## config.mk

```make
export PLATFORM = sky130hd
export DESIGN_NAME = othello_move_engine
export DESIGN_NICKNAME = d
export VERILOG_FILES = /design/src/rtl/othello_move_engine.sv
export SDC_FILE = /design/constraint.sdc
export NUM_CORES = 1
export LEC_CHECK = 0
export BUFFER_PORTS_ARGS = -buffer_cell sky130_fd_sc_hd__buf_2
export CORE_ASPECT_RATIO = 0.75
export CORE_MARGIN = 3
export CORE_UTILIZATION = 50
export CTS_CLUSTER_SIZE = 20
export DETAILED_ROUTE_END_ITERATION = 12
export PLACE_DENSITY = 0.74
export SKIP_LAST_GASP = 1
export SLEW_MARGIN = 5
export SYNTH_ARGS = -nofsm -noshare
export SYNTH_HDL_FRONTEND = slang
export SYNTH_SLANG_ARGS = --single-unit
```

## constraint.sdc

```tcl
create_clock -name clock -period 3.9 [get_ports clock]
set_input_delay 0.78 -clock clock [delete_from_list [all_inputs] [get_ports clock]]
set_output_delay 0.78 -clock clock [all_outputs]
set_load 0.03 [all_outputs]
```

## src/rtl/othello_move_engine.sv

```systemverilog
// ---------------------------------------------------------------------------
// othello_move_engine
//
// Purpose:
//   Move validator/executor sitting between the main game controller and the
//   shared 64-entry board RAM. On a request it checks that the origin square
//   is empty. It then scans the eight directions in the fixed order
//   E, SE, S, SW, W, NW, N, NE. Each bracketed run of opponent discs is
//   written back with the mover's colour, walking from the bracketing disc
//   toward the origin. The origin disc is then placed and ack is pulsed.
//   An illegal move pulses reject and performs no writes.
//
// Ports:
//   clock        system clock
//   reset        asynchronous active-low reset
//   new_move     level request; a move is pending while high
//   player       side to move (0 black, 1 white)
//   move_x/y     requested square, 0..7
//   mem_rdata    board RAM read data (synchronous, 1-cycle latency)
//   mem_addr     board RAM address {y,x}
//   mem_we       board RAM write enable (FLIP and PLACE only)
//   mem_wdata    board RAM write data
//   busy         high from acceptance through the ack/reject cycle
//   ack          1-cycle pulse: legal move, board updated
//   reject       1-cycle pulse: illegal move, board untouched
//   flip_count   (OTHELLO_FLIP_COUNT_EN only) discs flipped by last legal move
//
// Configuration:
//   Define OTHELLO_FLIP_COUNT_EN to add the flip_count output and its counter.
// ---------------------------------------------------------------------------
module othello_move_engine #(
  parameter logic [1:0] CELL_EMPTY = 2'b00,
  parameter logic [1:0] CELL_BLACK = 2'b01,
  parameter logic [1:0] CELL_WHITE = 2'b10
) (
  input  logic       clock,
  input  logic       reset,
  input  logic       new_move,
  input  logic       player,
  input  logic [2:0] move_x,
  input  logic [2:0] move_y,
  input  logic [1:0] mem_rdata,
  output logic [5:0] mem_addr,
  output logic       mem_we,
  output logic [1:0] mem_wdata,
  output logic       busy,
  output logic       ack,
  output logic       reject
`ifdef OTHELLO_FLIP_COUNT_EN
  ,
  output logic [5:0] flip_count
`endif
);

  typedef enum logic [3:0] {
    IDLE, RD_ORG, CHK_ORG, STEP, EVAL, FLIP, NEXT_DIR, PLACE, ACK, REJECT, WAIT_LOW
  } state_t;

  // Positions are carried as 4-bit two's complement so that one step off the
  // board (-1 or 8) shows up as bit 3 set in either coordinate.
  function automatic logic [7:0] step_pos(input logic [3:0] x, input logic [3:0] y,
                                          input logic [2:0] d);
    logic [3:0] dx;
    logic [3:0] dy;
    dx = 4'h0;
    dy = 4'h0;
    case (d)
      3'd0: begin dx = 4'h1; dy = 4'h0; end
      3'd1: begin dx = 4'h1; dy = 4'h1; end
      3'd2: begin dx = 4'h0; dy = 4'h1; end
      3'd3: begin dx = 4'hF; dy = 4'h1; end
      3'd4: begin dx = 4'hF; dy = 4'h0; end
      3'd5: begin dx = 4'hF; dy = 4'hF; end
      3'd6: begin dx = 4'h0; dy = 4'hF; end
      default: begin dx = 4'h1; dy = 4'hF; end
    endcase
    return {y + dy, x + dx};
  endfunction

  state_t     state_q;
  logic [2:0] ox_q, oy_q, dir_q, k_q;
  logic [3:0] cx_q, cy_q;
  logic       player_q, any_flip_q;
  logic [5:0] mem_addr_q;
  logic [1:0] mem_wdata_q;
  logic       mem_we_q, busy_q, ack_q, reject_q;
`ifdef OTHELLO_FLIP_COUNT_EN
  logic [5:0] cnt_q, flip_count_q;
`endif

  logic [1:0] own, opp;
  logic [7:0] org_first, dir_first, ray_next, ray_back;

  assign own = player_q ? CELL_WHITE : CELL_BLACK;
  assign opp = player_q ? CELL_BLACK : CELL_WHITE;

  // First square of the first direction, first square of the next direction,
  // one step further along the ray, and one step back toward the origin
  // (the opposite direction is always dir+4).
  assign org_first = step_pos({1'b0, ox_q}, {1'b0, oy_q}, 3'd0);
  assign dir_first = step_pos({1'b0, ox_q}, {1'b0, oy_q}, dir_q + 3'd1);
  assign ray_next  = step_pos(cx_q, cy_q, dir_q);
  assign ray_back  = step_pos(cx_q, cy_q, dir_q + 3'd4);

  // The candidate square is computed on the way into STEP and its address is
  // registered at the same time, so the RAM read is issued during STEP and the
  // data is ready in EVAL. Off-board candidates never reach mem_addr.
  // NOTE: all state below is updated with non-blocking assignments so every
  // branch sees the pre-edge values of the registers it reads.
  always_ff @(posedge clock or negedge reset) begin
    if (!reset) begin
      state_q     <= IDLE;
      ox_q        <= '0;
      oy_q        <= '0;
      dir_q       <= '0;
      k_q         <= '0;
      cx_q        <= '0;
      cy_q        <= '0;
      player_q    <= 1'b0;
      any_flip_q  <= 1'b0;
      mem_addr_q  <= '0;
      mem_wdata_q <= '0;
      mem_we_q    <= 1'b0;
      busy_q      <= 1'b0;
      ack_q       <= 1'b0;
      reject_q    <= 1'b0;
`ifdef OTHELLO_FLIP_COUNT_EN
      cnt_q        <= '0;
      flip_count_q <= '0;
`endif
    end else begin
      case (state_q)
        IDLE: begin
          if (new_move) begin
            ox_q       <= move_x;
            oy_q       <= move_y;
            player_q   <= player;
            mem_addr_q <= {move_y, move_x};
            busy_q     <= 1'b1;
            any_flip_q <= 1'b0;
            k_q        <= '0;
            dir_q      <= '0;
`ifdef OTHELLO_FLIP_COUNT_EN
            cnt_q      <= '0;
`endif
            state_q    <= RD_ORG;
          end
        end

        RD_ORG: state_q <= CHK_ORG;

        CHK_ORG: begin
          if (mem_rdata != CELL_EMPTY) begin
            reject_q <= 1'b1;
            state_q  <= REJECT;
          end else begin
            dir_q <= '0;
            cx_q  <= org_first[3:0];
            cy_q  <= org_first[7:4];
            if (!org_first[7] && !org_first[3])
              mem_addr_q <= {org_first[6:4], org_first[2:0]};
            state_q <= STEP;
          end
        end

        STEP: state_q <= (!cx_q[3] && !cy_q[3]) ? EVAL : NEXT_DIR;

        EVAL: begin
          if (mem_rdata == opp) begin
            k_q  <= k_q + 3'd1;
            cx_q <= ray_next[3:0];
            cy_q <= ray_next[7:4];
            if (!ray_next[7] && !ray_next[3])
              mem_addr_q <= {ray_next[6:4], ray_next[2:0]};
            state_q <= STEP;
          end else if (mem_rdata == own && k_q != 3'd0) begin
            // Bracket confirmed: start writing back from the disc next to it.
            cx_q        <= ray_back[3:0];
            cy_q        <= ray_back[7:4];
            mem_addr_q  <= {ray_back[6:4], ray_back[2:0]};
            mem_wdata_q <= own;
            mem_we_q    <= 1'b1;
            state_q     <= FLIP;
          end else begin
            state_q <= NEXT_DIR;
          end
        end

        FLIP: begin
          any_flip_q <= 1'b1;
          k_q        <= k_q - 3'd1;
`ifdef OTHELLO_FLIP_COUNT_EN
          cnt_q      <= cnt_q + 6'd1;
`endif
          if (k_q == 3'd1) begin
            mem_we_q <= 1'b0;
            state_q  <= NEXT_DIR;
          end else begin
            cx_q       <= ray_back[3:0];
            cy_q       <= ray_back[7:4];
            mem_addr_q <= {ray_back[6:4], ray_back[2:0]};
          end
        end

        NEXT_DIR: begin
          k_q <= '0;
          if (dir_q == 3'd7) begin
            if (any_flip_q) begin
              mem_addr_q  <= {oy_q, ox_q};
              mem_wdata_q <= own;
              mem_we_q    <= 1'b1;
              state_q     <= PLACE;
            end else begin
              reject_q <= 1'b1;
              state_q  <= REJECT;
            end
          end else begin
            dir_q <= dir_q + 3'd1;
            cx_q  <= dir_first[3:0];
            cy_q  <= dir_first[7:4];
            if (!dir_first[7] && !dir_first[3])
              mem_addr_q <= {dir_first[6:4], dir_first[2:0]};
            state_q <= STEP;
          end
        end

        PLACE: begin
          mem_we_q <= 1'b0;
          ack_q    <= 1'b1;
`ifdef OTHELLO_FLIP_COUNT_EN
          flip_count_q <= cnt_q;
`endif
          state_q  <= ACK;
        end

        ACK: begin
          ack_q   <= 1'b0;
          busy_q  <= 1'b0;
          state_q <= WAIT_LOW;
        end

        // Holding here stops a still-asserted request for the same square from
        // being re-evaluated and rejected over and over.
        REJECT: begin
          reject_q <= 1'b0;
          busy_q   <= 1'b0;
          if (!new_move || ({move_y, move_x} != {oy_q, ox_q}))
            state_q <= IDLE;
        end

        WAIT_LOW: if (!new_move) state_q <= IDLE;

        default: state_q <= IDLE;
      endcase
    end
  end

  assign mem_addr  = mem_addr_q;
  assign mem_we    = mem_we_q;
  assign mem_wdata = mem_wdata_q;
  assign busy      = busy_q;
  assign ack       = ack_q;
  assign reject    = reject_q;
`ifdef OTHELLO_FLIP_COUNT_EN
  assign flip_count = flip_count_q;
`endif

endmodule

```

# [Word-level counts from Yosys, hierarchy flattened]
# Index checks and enable logic that the tools add are counted.
[word_totals] reg_bits=38 input_bits=12 output_inout_bits=12 wordCells=198
[op_classes] addsub=11 eq_ne=52 mux=68 reduce_logical=52
[ops] op="2-to-1 mux 4 bit" count=17
[ops] op="2-to-1 mux 6 bit" count=10
[ops] op="case mux 4 bit (2 select lines)" count=6
[ops] op="case mux 4 bit (11 select lines)" count=1
[ops] op="case mux 4 bit (4 select lines)" count=2
[ops] op="== test 3 bit, second input constant" count=10
[ops] op="!= test 2 bit, second input constant" count=15
[ops] op="case mux 6 bit (5 select lines)" count=1
[ops] op="== test 3 x 2 -> 1 bit, second input constant" count=6
[ops] op="OR reduction 3 bit" count=6
[ops] op="adder 4 bit" count=4
[ops] op="== test 4 x 3 -> 1 bit, second input constant" count=4
[ops] op="2-to-1 mux 2 bit" count=8
[ops] op="2-to-1 mux 3 bit" count=5
[ops] op="OR reduction 2 bit" count=7
[ops] op="== test 3 x 1 -> 1 bit, second input constant" count=4
[ops] op="== test 4 bit, second input constant" count=3
[ops] op="!= test 3 bit, second input constant" count=4
[ops] op="case mux 3 bit (4 select lines)" count=1
[ops] op="AND reduction 4 bit" count=3
[ops] op="nonzero test 4 bit" count=3
[ops] op="2-to-1 mux 1 bit" count=10
[ops] op="AND reduction 5 bit" count=2
[ops] op="nonzero test 2 bit" count=5
[ops] op="25 further kinds" count=46

# [Depth between registers and ports, before layout]
# Gate-level depths: netlist of the first run.
[logic_depth] ltp_word=10 ltp_mapped=13 ltp_nobuf=13

# [Least setup slack after synthesis of the first run]
# OpenSTA, ideal clock, no wires.
[synth_path] kind="register -> register" from="register dir_q[1]" to="register mem_addr_q[2], in the netlist mem_addr[2]" setup_ns=0.128 arrival_time_ns=2.813 required_time_ns=3.772 slack_ns=0.960 stages_incl_launch_ff=14 path_buffers=0 period_less_slack_ns=2.940 cell_sequence="dfrtp_1 > inv_1 > ha_1 > nor2_1 > mux2_2 > nand2_1 > ha_1 > inv_1 > fa_1 > xnor2_1 > a32o_1 > nor4b_2 > a31oi_1 > mux2_1"
[synth_between] elab_chain_cells=9 word_cells_on_any_way=59 classes_between="add/sub (7); eq/ne (21); mux (12); reduce/logical (19)"
[synth_lines] item="start, declared" line_no="81" text="logic [2:0] ox_q, oy_q, dir_q, k_q;"
[synth_lines] item="start signal, assigned" line_no="218" text="dir_q <= dir_q + 3'd1;"
[synth_lines] item="adder 3 x 1 -> 3 bit" line_no="101" text="assign dir_first = step_pos({1'b0, ox_q}, {1'b0, oy_q}, dir_q + 3'd1);"
[synth_lines] item="== test 3 x 2 -> 1 bit (tied with other cells)" line_no="67" text="case (d)"
[synth_lines] item="OR reduction 3 bit (no line) or OR reduction 2 bit (tied branches)"
[synth_lines] item="case mux 4 bit (2 select lines)" line_no="67"
[synth_lines] item="adder 3 x 4 -> 4 bit" line_no="77" text="return {y + dy, x + dx};"
[synth_lines] item="logical NOT 1 bit" line_no="221" text="if (!dir_first[7] && !dir_first[3])"
[synth_lines] item="logical AND 1 bit" line_no="221"
[synth_lines] item="!= test 3 bit (no line)"
[synth_lines] item="AND reduction 9 bit (no line)"
[synth_lines] item="end signal, assigned" line_no="201" text="mem_addr_q <= {ray_back[6:4], ray_back[2:0]};"
[synth_lines] item="end signal, assigned" line_no="209" text="mem_addr_q <= {oy_q, ox_q};"
[synth_lines] item="end signal, assigned" line_no="222" text="mem_addr_q <= {dir_first[6:4], dir_first[2:0]};"
[synth_lines] item="end, declared" line_no="84" text="logic [5:0] mem_addr_q;"
# Parallel ways exist; a longest one is shown, timed or not. The select of a mux whose other input is x is not followed.
# A chain may end at the register's enable or synchronous reset.

# [Worst setup path after layout of the first run]
# Same ends and word-level chain as after synthesis.

==> flow_summary.json, run 1 <==
{
  "status": "completed",
  "cpLargestDelayFamily": "adder cells",
  "cp_max_fo": 6,
  "max_stage_delay_ns": 0.44,
  "antenna_left": 0,
  "hp-class": "register to register",
  "post_cts.repair.setup_buffers": 0,
  "fin_skew_ns": 0.00938,
  "cap_viol_max_count": 0,
  "synth-edff-count": 0,
  "track_usage_pct": 22.0,
  "fin_util_pct": 56.5,
  "synth-seq-cells": 38,
  "setup_violations": 0,
  "worstMarginPinSlew_ns": 0.893,
  "rsz0062_at_grt": "no",
  "max_freq_mhz": 306,
  "gp_congestion": 0.924,
  "met1_usage_pct": 35.0,
  "drt-initial-drc-count": 363,
  "min-delay-start": "mem_addr[4]",
  "clock_path_buffers": 2,
  "clock_latency_ns": 0.30,
  "fp.dieH_microns": 76.8,
  "cp-start-kind": "register",
  "via_per_inst": 6.25,
  "grt_busiest_layer": "met1",
  "synthFlopType": "dfrtp_1",
  "finalNetCount": 426,
  "crit_path_start": "dir_q[1]",
  "syn_nets": 407,
  "floorplan.rows": 25,
  "netlist_area_sq_um": 3340,
  "grt_pass1_vias": 2694,
  "cts_buffers": 5,
  "netlist_instances": 359,
  "start_util_pct": 52.3,
  "die_area_sq_um": 7700,
  "crit_arrival_ns": 3.46,
  "yosys_warnings": 0,
  "r2r_start": "dir_q[1]",
  "tns_ns": 0,
  "fin_cells": 460,
  "layout_commonest_cell": "dfrtp_1",
  "cts_hold_repair.buffers": 0,
  "max_slew_margin_pct": 40.5,
  "hold_viol_final": 0,
  "nFillCells": 578,
  "grtUsageMet2_pct": 30.6,
  "path_buf_inv": 2,
  "crit_slowest_cell": "dfrtp_1",
  "p_total_mw": 2.94,
  "dp_hpwl_mm": 6.19,
  "power.density_nw_per_um2": 815,
  "clockRootBuffer": "clkbuf_8",
  "endpoint_kind": "register",
  "antenna_cells": 0,
  "vias": 2873,
  "drv_slew": 0,
  "grtUsageMet3_pct": 4.18,
  "grt_max_degree": 39,
  "crit_chain": "inv_1, ha_1, nor2_1, mux2_2, nand2_1, ha_1, inv_1, fa_1, xnor2_1, a32o_1, nor4b_2, a31oi_1, mux2_1",
  "hold_ws_ns": 0.489,
  "drtPass1Iterations": 6,
  "fin_ws_ns": 0.630,
  "power_leakage_nw": 1.66,
  "wirelength_mm": 8.21,
  "finalCritPeriodShare_pct": 83.8,
  "fin_crit_ns": 3.27,
  "antenna_found_initial": 0,
  "coreArea_sq_um": 6380,
  "clock-sinks": 38,
  "synth_cell_type_count": 68,
  "drive_gt1_share_pct": 16.4,
  "fin_area_sq_um": 3610,
  "async_reset_ff_share_pct": 100,
  "dp.cells": 452,
  "drc": 0,
  "cts_resized": 0,
  "required_ns": 4.09,
  "yosysSeqAreaShare_pct": 28.5,
  "grt_pass1_wl_mm": 13.7,
  "port-buffer-count": 23,
  "grt_overflow": 0,
  "h-tree-depth": 2,
  "area_growth_pct": 8.06,
  "irDropWorstVdd_v": 0.000475,
  "mostFrequentLayoutCells": "dfrtp_1, nand2_1, ha_1",
  "dpl_cell_area_sq_um": 3520,
  "wl_per_cell_microns": 17.9,
  "ios": 24,
  "cts_tree": "done",
  "syn_avg_cell_area_sq_um": 9.30,
  "crit_type": "register to register",
  "die-width_microns": 100,
  "path_clk_slew_ns": 0.09,
  "dp_slack_ns": 0.657
}
==> power by group <==
group          switching, mW  total (mW)  internal, mW
sequential             0.265       0.834         0.568
clock                  0.161       0.287         0.126
combinational           1.03        1.82         0.791
total                   1.45        2.94          1.49
==> state kept, by name, summed over array words and instances (netlist names), 2 cells and up <==
name and cells:
mem_addr 6, cx_q 4, cy_q 4, state_q 4
dir_q 3, k_q 3, ox_q 3, oy_q 3
mem_wdata 2
==> logic make-up after synthesis <==
| kind of cell | count (synthesis) | synth area share [%] |
|---|---|---|
| buf+inv | 35 | 4.16 |
| mux | 25 | 8.13 |
| fa+ha+maj | 36 | 14.4 |
| flops | 38 | 28.5 |
| compound gates | 102 | 22.0 |
| simple gates | 105 | 17.2 |
| xor+xnor | 18 | 5.55 |
==> layout make-up <==
cell class	instances	area, sq um	share of cell area, %
clock buffer	5	68.8	1.91
clock inverter	3	21.3	0.590
inverter	21	78.8	2.19
multi-input combinational	286	2250	62.3
sequential	38	951	26.4
tap	81	101	2.81
timing repair buffer	26	138	3.82
==> Yosys cell counts (3+ instances only) <==
library cell,count,area (sq um)
dfrtp_1,38,951
ha_1,32,400
nand2_1,32,120
o21ai_0,24,120
inv_1,21,78.8
nor2_1,18,67.6
a21oi_1,14,70.1
mux2_2,13,146
nor2b_1,10,62.6
xnor2_1,10,87.6
clkbuf_1,9,33.8
nand3_1,9,45.0
a21o_1,8,60.1
a22oi_1,8,60.1
mux2i_1,8,80.1
a22o_1,6,52.6
xor2_1,6,52.6
nor3_1,5,25.0
o22ai_1,5,31.3
a211o_1,4,35.0
a221oi_1,4,35.0
a31oi_1,4,25.0
fa_1,4,80.1
mux2_1,4,45.0
nand2b_1,4,25.0
or3_1,4,25.0
and2_1,3,18.8
buf_2,3,15.0
==> worst paths after layout <==
| path | endpoint | slack, ns | cells past startpoint |
|---|---|---|---|
| worst min register to register | mem_addr[4] | 0.49 | 1 |
| min in group asynchronous | mem_wdata[0] | 0.59 | 1 |
| worst max register to register | mem_addr[2] | 0.63 | 13 |
| max in group asynchronous | any_flip_q | 2.73 | 1 |
| worst min-delay path | mem_addr[4] | 0.49 | 1 |
| worst max-delay path | mem_addr[2] | 0.63 | 13 |
==> per-layer routing <==
layer	routed length [microns]	up-vias	part of all wire, %
li1	-	1360	-
met1	3950	1372	48
met2	3490	134	42
met3	732	7	8.9
met4	45	0	0.55
met5	0	-	0
Note: power is estimated with default switching activity, not from simulation.
==> run 2: changes to the inputs <==
PLACE_DENSITY = 0.77   (was 0.74)
clock period = 3 ns   (was 3.9 ns; I/O delays follow)
==> flow_summary.json, run 2 (synthesized netlist as in run 1, its figures left out) <==
{
  "track_usage_pct": 23.4,
  "start_util_pct": 52.3,
  "port-buffer-count": 23,
  "mostFrequentLayoutCells": "dfrtp_1, nand2_1, ha_1",
  "irDropWorstVdd_v": 0.000619,
  "clock_path_buffers": 2,
  "fin_area_sq_um": 3810,
  "r2r_start": "dir_q[0]",
  "die-width_microns": 100,
  "grt_pass1_wl_mm": 14.3,
  "drt-initial-drc-count": 237,
  "power_leakage_nw": 1.75,
  "crit_path_start": "dir_q[0]",
  "endpoint_kind": "register",
  "via_per_inst": 6.16,
  "worstMarginPinSlew_ns": 0.845,
  "clock_latency_ns": 0.29,
  "wl_per_cell_microns": 18.0,
  "hold_ws_ns": 0.402,
  "clock-sinks": 38,
  "largest_register_ff_count": 6,
  "crit_arrival_ns": 3.08,
  "dp.cells": 467,
  "antenna_found_initial": 0,
  "regArea_sq_um": 953,
  "cts_buffers": 5,
  "crit_type": "register to register",
  "area_growth_pct": 14.3,
  "drv_slew": 0,
  "max_freq_mhz": 344,
  "hold_viol_final": 0,
  "setup_violations": 0,
  "coreArea_sq_um": 6380,
  "cap_viol_max_count": 0,
  "path_clk_slew_ns": 0.08,
  "antenna_left": 0,
  "vias": 2939,
  "die_area_sq_um": 7700,
  "antenna_cells": 0,
  "h-tree-depth": 2,
  "drtPass1Iterations": 5,
  "fin_cells": 477,
  "cts_hold_repair.buffers": 0,
  "gp_congestion": 0.964,
  "finalCritPeriodShare_pct": 97.0,
  "fin_crit_ns": 2.91,
  "layout_commonest_cell": "dfrtp_1",
  "rsz0062_at_grt": "yes",
  "drc": 0,
  "drive_gt1_share_pct": 22.7,
  "max_slew_margin_pct": 43.7,
  "finalNetCount": 443,
  "cts_tree": "done",
  "multi_input_area_sq_um": 2300,
  "fin_util_pct": 59.8,
  "wirelength_mm": 8.58,
  "dpl_cell_area_sq_um": 3630,
  "cp_max_fo": 6,
  "nFillCells": 567,
  "required_ns": 3.17,
  "dp_hpwl_mm": 6.55,
  "power.density_nw_per_um2": 1070,
  "status": "completed",
  "ios": 24,
  "clockRootBuffer": "clkbuf_8",
  "fin_skew_ns": 0.00996,
  "fp.dieH_microns": 76.8,
  "grt_overflow": 0,
  "hp-class": "input port to async pin",
  "grt_pass1_vias": 2857,
  "grt_max_degree": 39,
  "cp-start-kind": "register",
  "floorplan.rows": 25
}
## run 2: power by group
part	internal [mW]	switching [mW]
combinational	1.16	1.45
clock	0.232	0.191
sequential	0.742	0.297
total	2.13	1.93
## run 2: stage by stage
step	setup TNS, ns	setup slack, ns	total power [mW]
detailed placement	-0.0743	-0.0743	3.50
finish	0	0.0900	4.06
global placement	-0.0741	-0.0741	3.41
CTS	0	0.00467	3.95
floorplan	0	0.0596	2.82
global route	-0.0508	-0.0228	4.42
## run 2: timing repair
| item | 4_1_cts | 5_1_grt |
|---|---|---|
| pin swaps | 0 | 2 |
| setup endpoints to repair | 1 | 8 |
| resized for setup | 1 | 15 |
| buffers inserted | 0 | 2 |
## run 2: metal layers
layer / vias up / track usage [%] / share of wire (%)
met5: - / 0 / 0
met4: 0 / 8.21 / 2.1
met3: 24 / 4.82 / 7.8
met2: 137 / 31.8 / 41
met1: 1377 / 36.1 / 49
li1: 1401 / - / -
## run 2: critical path, stage by stage, from the launching register on
cell and delay [ns]:
dfrtp_2 0.47, inv_2 0.10, ha_2 0.20, nor2_1 0.04, mux2_2 0.29, inv_1 0.11, ha_1 0.24, a21o_1 0.16
a21oi_1 0.17, xnor3_1 0.26, o21ai_2 0.19, nand4_4 0.18, mux2_1 0.37
## run 2: area by class of cell
type / count / area share, %
well taps: 81 / 2.66
multi-input cells: 286 / 60.3
inverters: 21 / 2.13
clock buffers: 8 / 2.89
flip-flops and latches: 38 / 25.0
repair buffers: 43 / 7.05
## run 2: worst paths after layout
| path | to | slack (ns) | cells after the start |
|---|---|---|---|
| worst max-delay path | mem_addr[5] | 0.09 | 12 |
| worst min-delay path | k_q[2] | 0.40 | 1 |
| worst max register to register | mem_addr[5] | 0.09 | 12 |
| worst min register to register | mem_addr[4] | 0.48 | 1 |
| max in group asynchronous | dir_q[0] | 2.00 | 1 |
| min in group clock | mem_addr[4] | 0.48 | 1 |
==> run 3: changes to the inputs <==
BUFFER_PORTS_ARGS = -buffer_cell sky130_fd_sc_hd__buf_4   (was -buffer_cell sky130_fd_sc_hd__buf_2)
GPL_TIMING_DRIVEN = 0   (was unset)
==> flow_summary.json, run 3 (synthesized netlist as in run 1, its figures left out) <==
{
  "status": "completed",
  "dp_hpwl_mm": 6.71,
  "track_usage_pct": 23.7,
  "drtPass1Iterations": 6,
  "clockRootBuffer": "clkbuf_8",
  "floorplan.rows": 25,
  "mostFrequentLayoutCells": "buf_4, dfrtp_1, nand2_1",
  "nFillCells": 527,
  "wirelength_mm": 9.16,
  "h-tree-depth": 2,
  "finalNetCount": 447,
  "setup_violations": 0,
  "grt_pass1_wl_mm": 14.5,
  "grt_max_degree": 39,
  "largest_register_ff_count": 6,
  "max_slew_margin_pct": 48.9,
  "drv_slew": 0,
  "fin_cells": 481,
  "fin_crit_ns": 2.96,
  "power.density_nw_per_um2": 1080,
  "r2r_start": "dir_q[1]",
  "vias": 3109,
  "antenna_cells": 0,
  "clock_path_buffers": 2,
  "grt_overflow": 0,
  "cp-start-kind": "register",
  "finalCritPeriodShare_pct": 98.6,
  "endpoint_kind": "register",
  "cts_hold_repair.buffers": 0,
  "gp_congestion": 0.980,
  "hp-class": "input port to async pin",
  "crit_arrival_ns": 3.14,
  "cts_tree": "done",
  "coreArea_sq_um": 6380,
  "antenna_found_initial": 0,
  "ff2ff_setup_slack_ns": 0.04,
  "cp_max_fo": 6,
  "worstMarginPinSlew_ns": 0.759,
  "dp.cells": 462,
  "die_area_sq_um": 7700,
  "clock_latency_ns": 0.30,
  "area_growth_pct": 18.3,
  "hold_viol_final": 0,
  "cap_viol_max_count": 0,
  "port-buffer-count": 22,
  "fp.dieH_microns": 76.8,
  "ios": 24,
  "antenna_left": 0,
  "via_per_inst": 6.46,
  "start_util_pct": 52.3,
  "r2r_cells": 11,
  "crit_type": "register to register",
  "die-width_microns": 100,
  "drc": 0,
  "path_clk_slew_ns": 0.08,
  "irDropWorstVdd_v": 0.000600,
  "grt_pass1_vias": 2915,
  "fin_skew_ns": 0.00612,
  "cts_buffers": 5,
  "drive_gt1_share_pct": 25.0,
  "max_freq_mhz": 338,
  "wl_per_cell_microns": 19.0,
  "r2r-end": "mem_addr[5]",
  "rsz0062_at_grt": "yes",
  "required_ns": 3.18,
  "power_leakage_nw": 1.79,
  "drt-initial-drc-count": 298,
  "tns_ns": 0,
  "clock-sinks": 38
}
## run 3: cell count changes in the layout (fill, tap and decap cells not counted), moves of 3 or more
cell / delta
buf_2: -20
buf_4: +16
clkbuf_1: +9
ha_1: -3
mux2_1: -4
mux2_4: +5
## run 3: power by group
| part | leakage (nW) | internal [mW] | switching (mW) |
|---|---|---|---|
| Sequential | 0.468 | 0.741 | 0.230 |
| Clock | 0.0482 | 0.186 | 0.192 |
| Combinational | 1.27 | 1.29 | 1.62 |
| Total | 1.79 | 2.21 | 2.05 |
## run 3: per-stage QoR
| stage | hold WS, ns | area [sq um] | worst slack (ns) | total power, mW | util, % |
|---|---|---|---|---|---|
| after CTS | 0.286 | 3760 | 0.0181 | 3.94 | 58.9 |
| after floorplan | 0.304 | 3340 | 0.0596 | 2.82 | - |
| after global routing | 0.297 | 3950 | -0.0790 | 4.58 | 61.9 |
| after global placement | 0.468 | 3600 | -0.324 | 3.37 | 56.5 |
| final | 0.261 | 3950 | 0.0430 | 4.26 | 61.9 |
| after detailed placement | 0.477 | 3600 | -0.390 | 3.48 | 56.5 |
## run 3: worst max path at each step
stage | startpoint | end | slack, ns | cells after the start
2_1_floorplan | dir_q[1] | mem_addr[2] | 0.06 | 13
3_3_place_gp | dir_q[0] | mem_addr[5] | -0.32 | 9
3_5_place_dp | dir_q[1] | mem_addr[5] | -0.39 | 12
4_1_cts | dir_q[0] | mem_addr[4] | 0.02 | 11
5_1_grt | dir_q[1] | mem_addr[5] | -0.08 | 11
6_report | dir_q[1] | mem_addr[5] | 0.04 | 11
## run 3: critical path, cell delays in order (launching register included)
cell	delay (ns)
dfrtp_2	0.45
clkinv_4	0.12
ha_1	0.21
o21ba_2	0.24
nor3_4	0.18
buf_4	0.14
ha_1	0.26
a21oi_2	0.19
xnor3_1	0.28
o21ai_2	0.19
nand4_4	0.22
mux2_4	0.36
## run 3: what timing repair did
action	CTS	global route
setup endpoints to repair	11	10
pin swaps	2	10
buffers inserted	2	10
resized for setup	16	25
## run 3: metal layers
metal,part of all wire (%),routed length [microns],global-route usage (%),vias up
met5,0,0,0,-
met4,1.4,130,5.11,0
met3,9.6,882,5.82,20
met2,44,4070,34.5,182
met1,44,4080,35.5,1510
li1,-,-,-,1397
## run 3: area by class of cell
type,instances,area (sq um),share of cell area [%]
Clock buffer,7,86.3,2.19
Timing Repair Buffer,34,255,6.47
Buffer,13,56.3,1.43
Multi-Input combinational cell,286,2400,60.8
Clock inverter,1,5.00,0.127
Inverter,21,88.8,2.25
Tap cell,81,101,2.57
Sequential cell,38,955,24.2
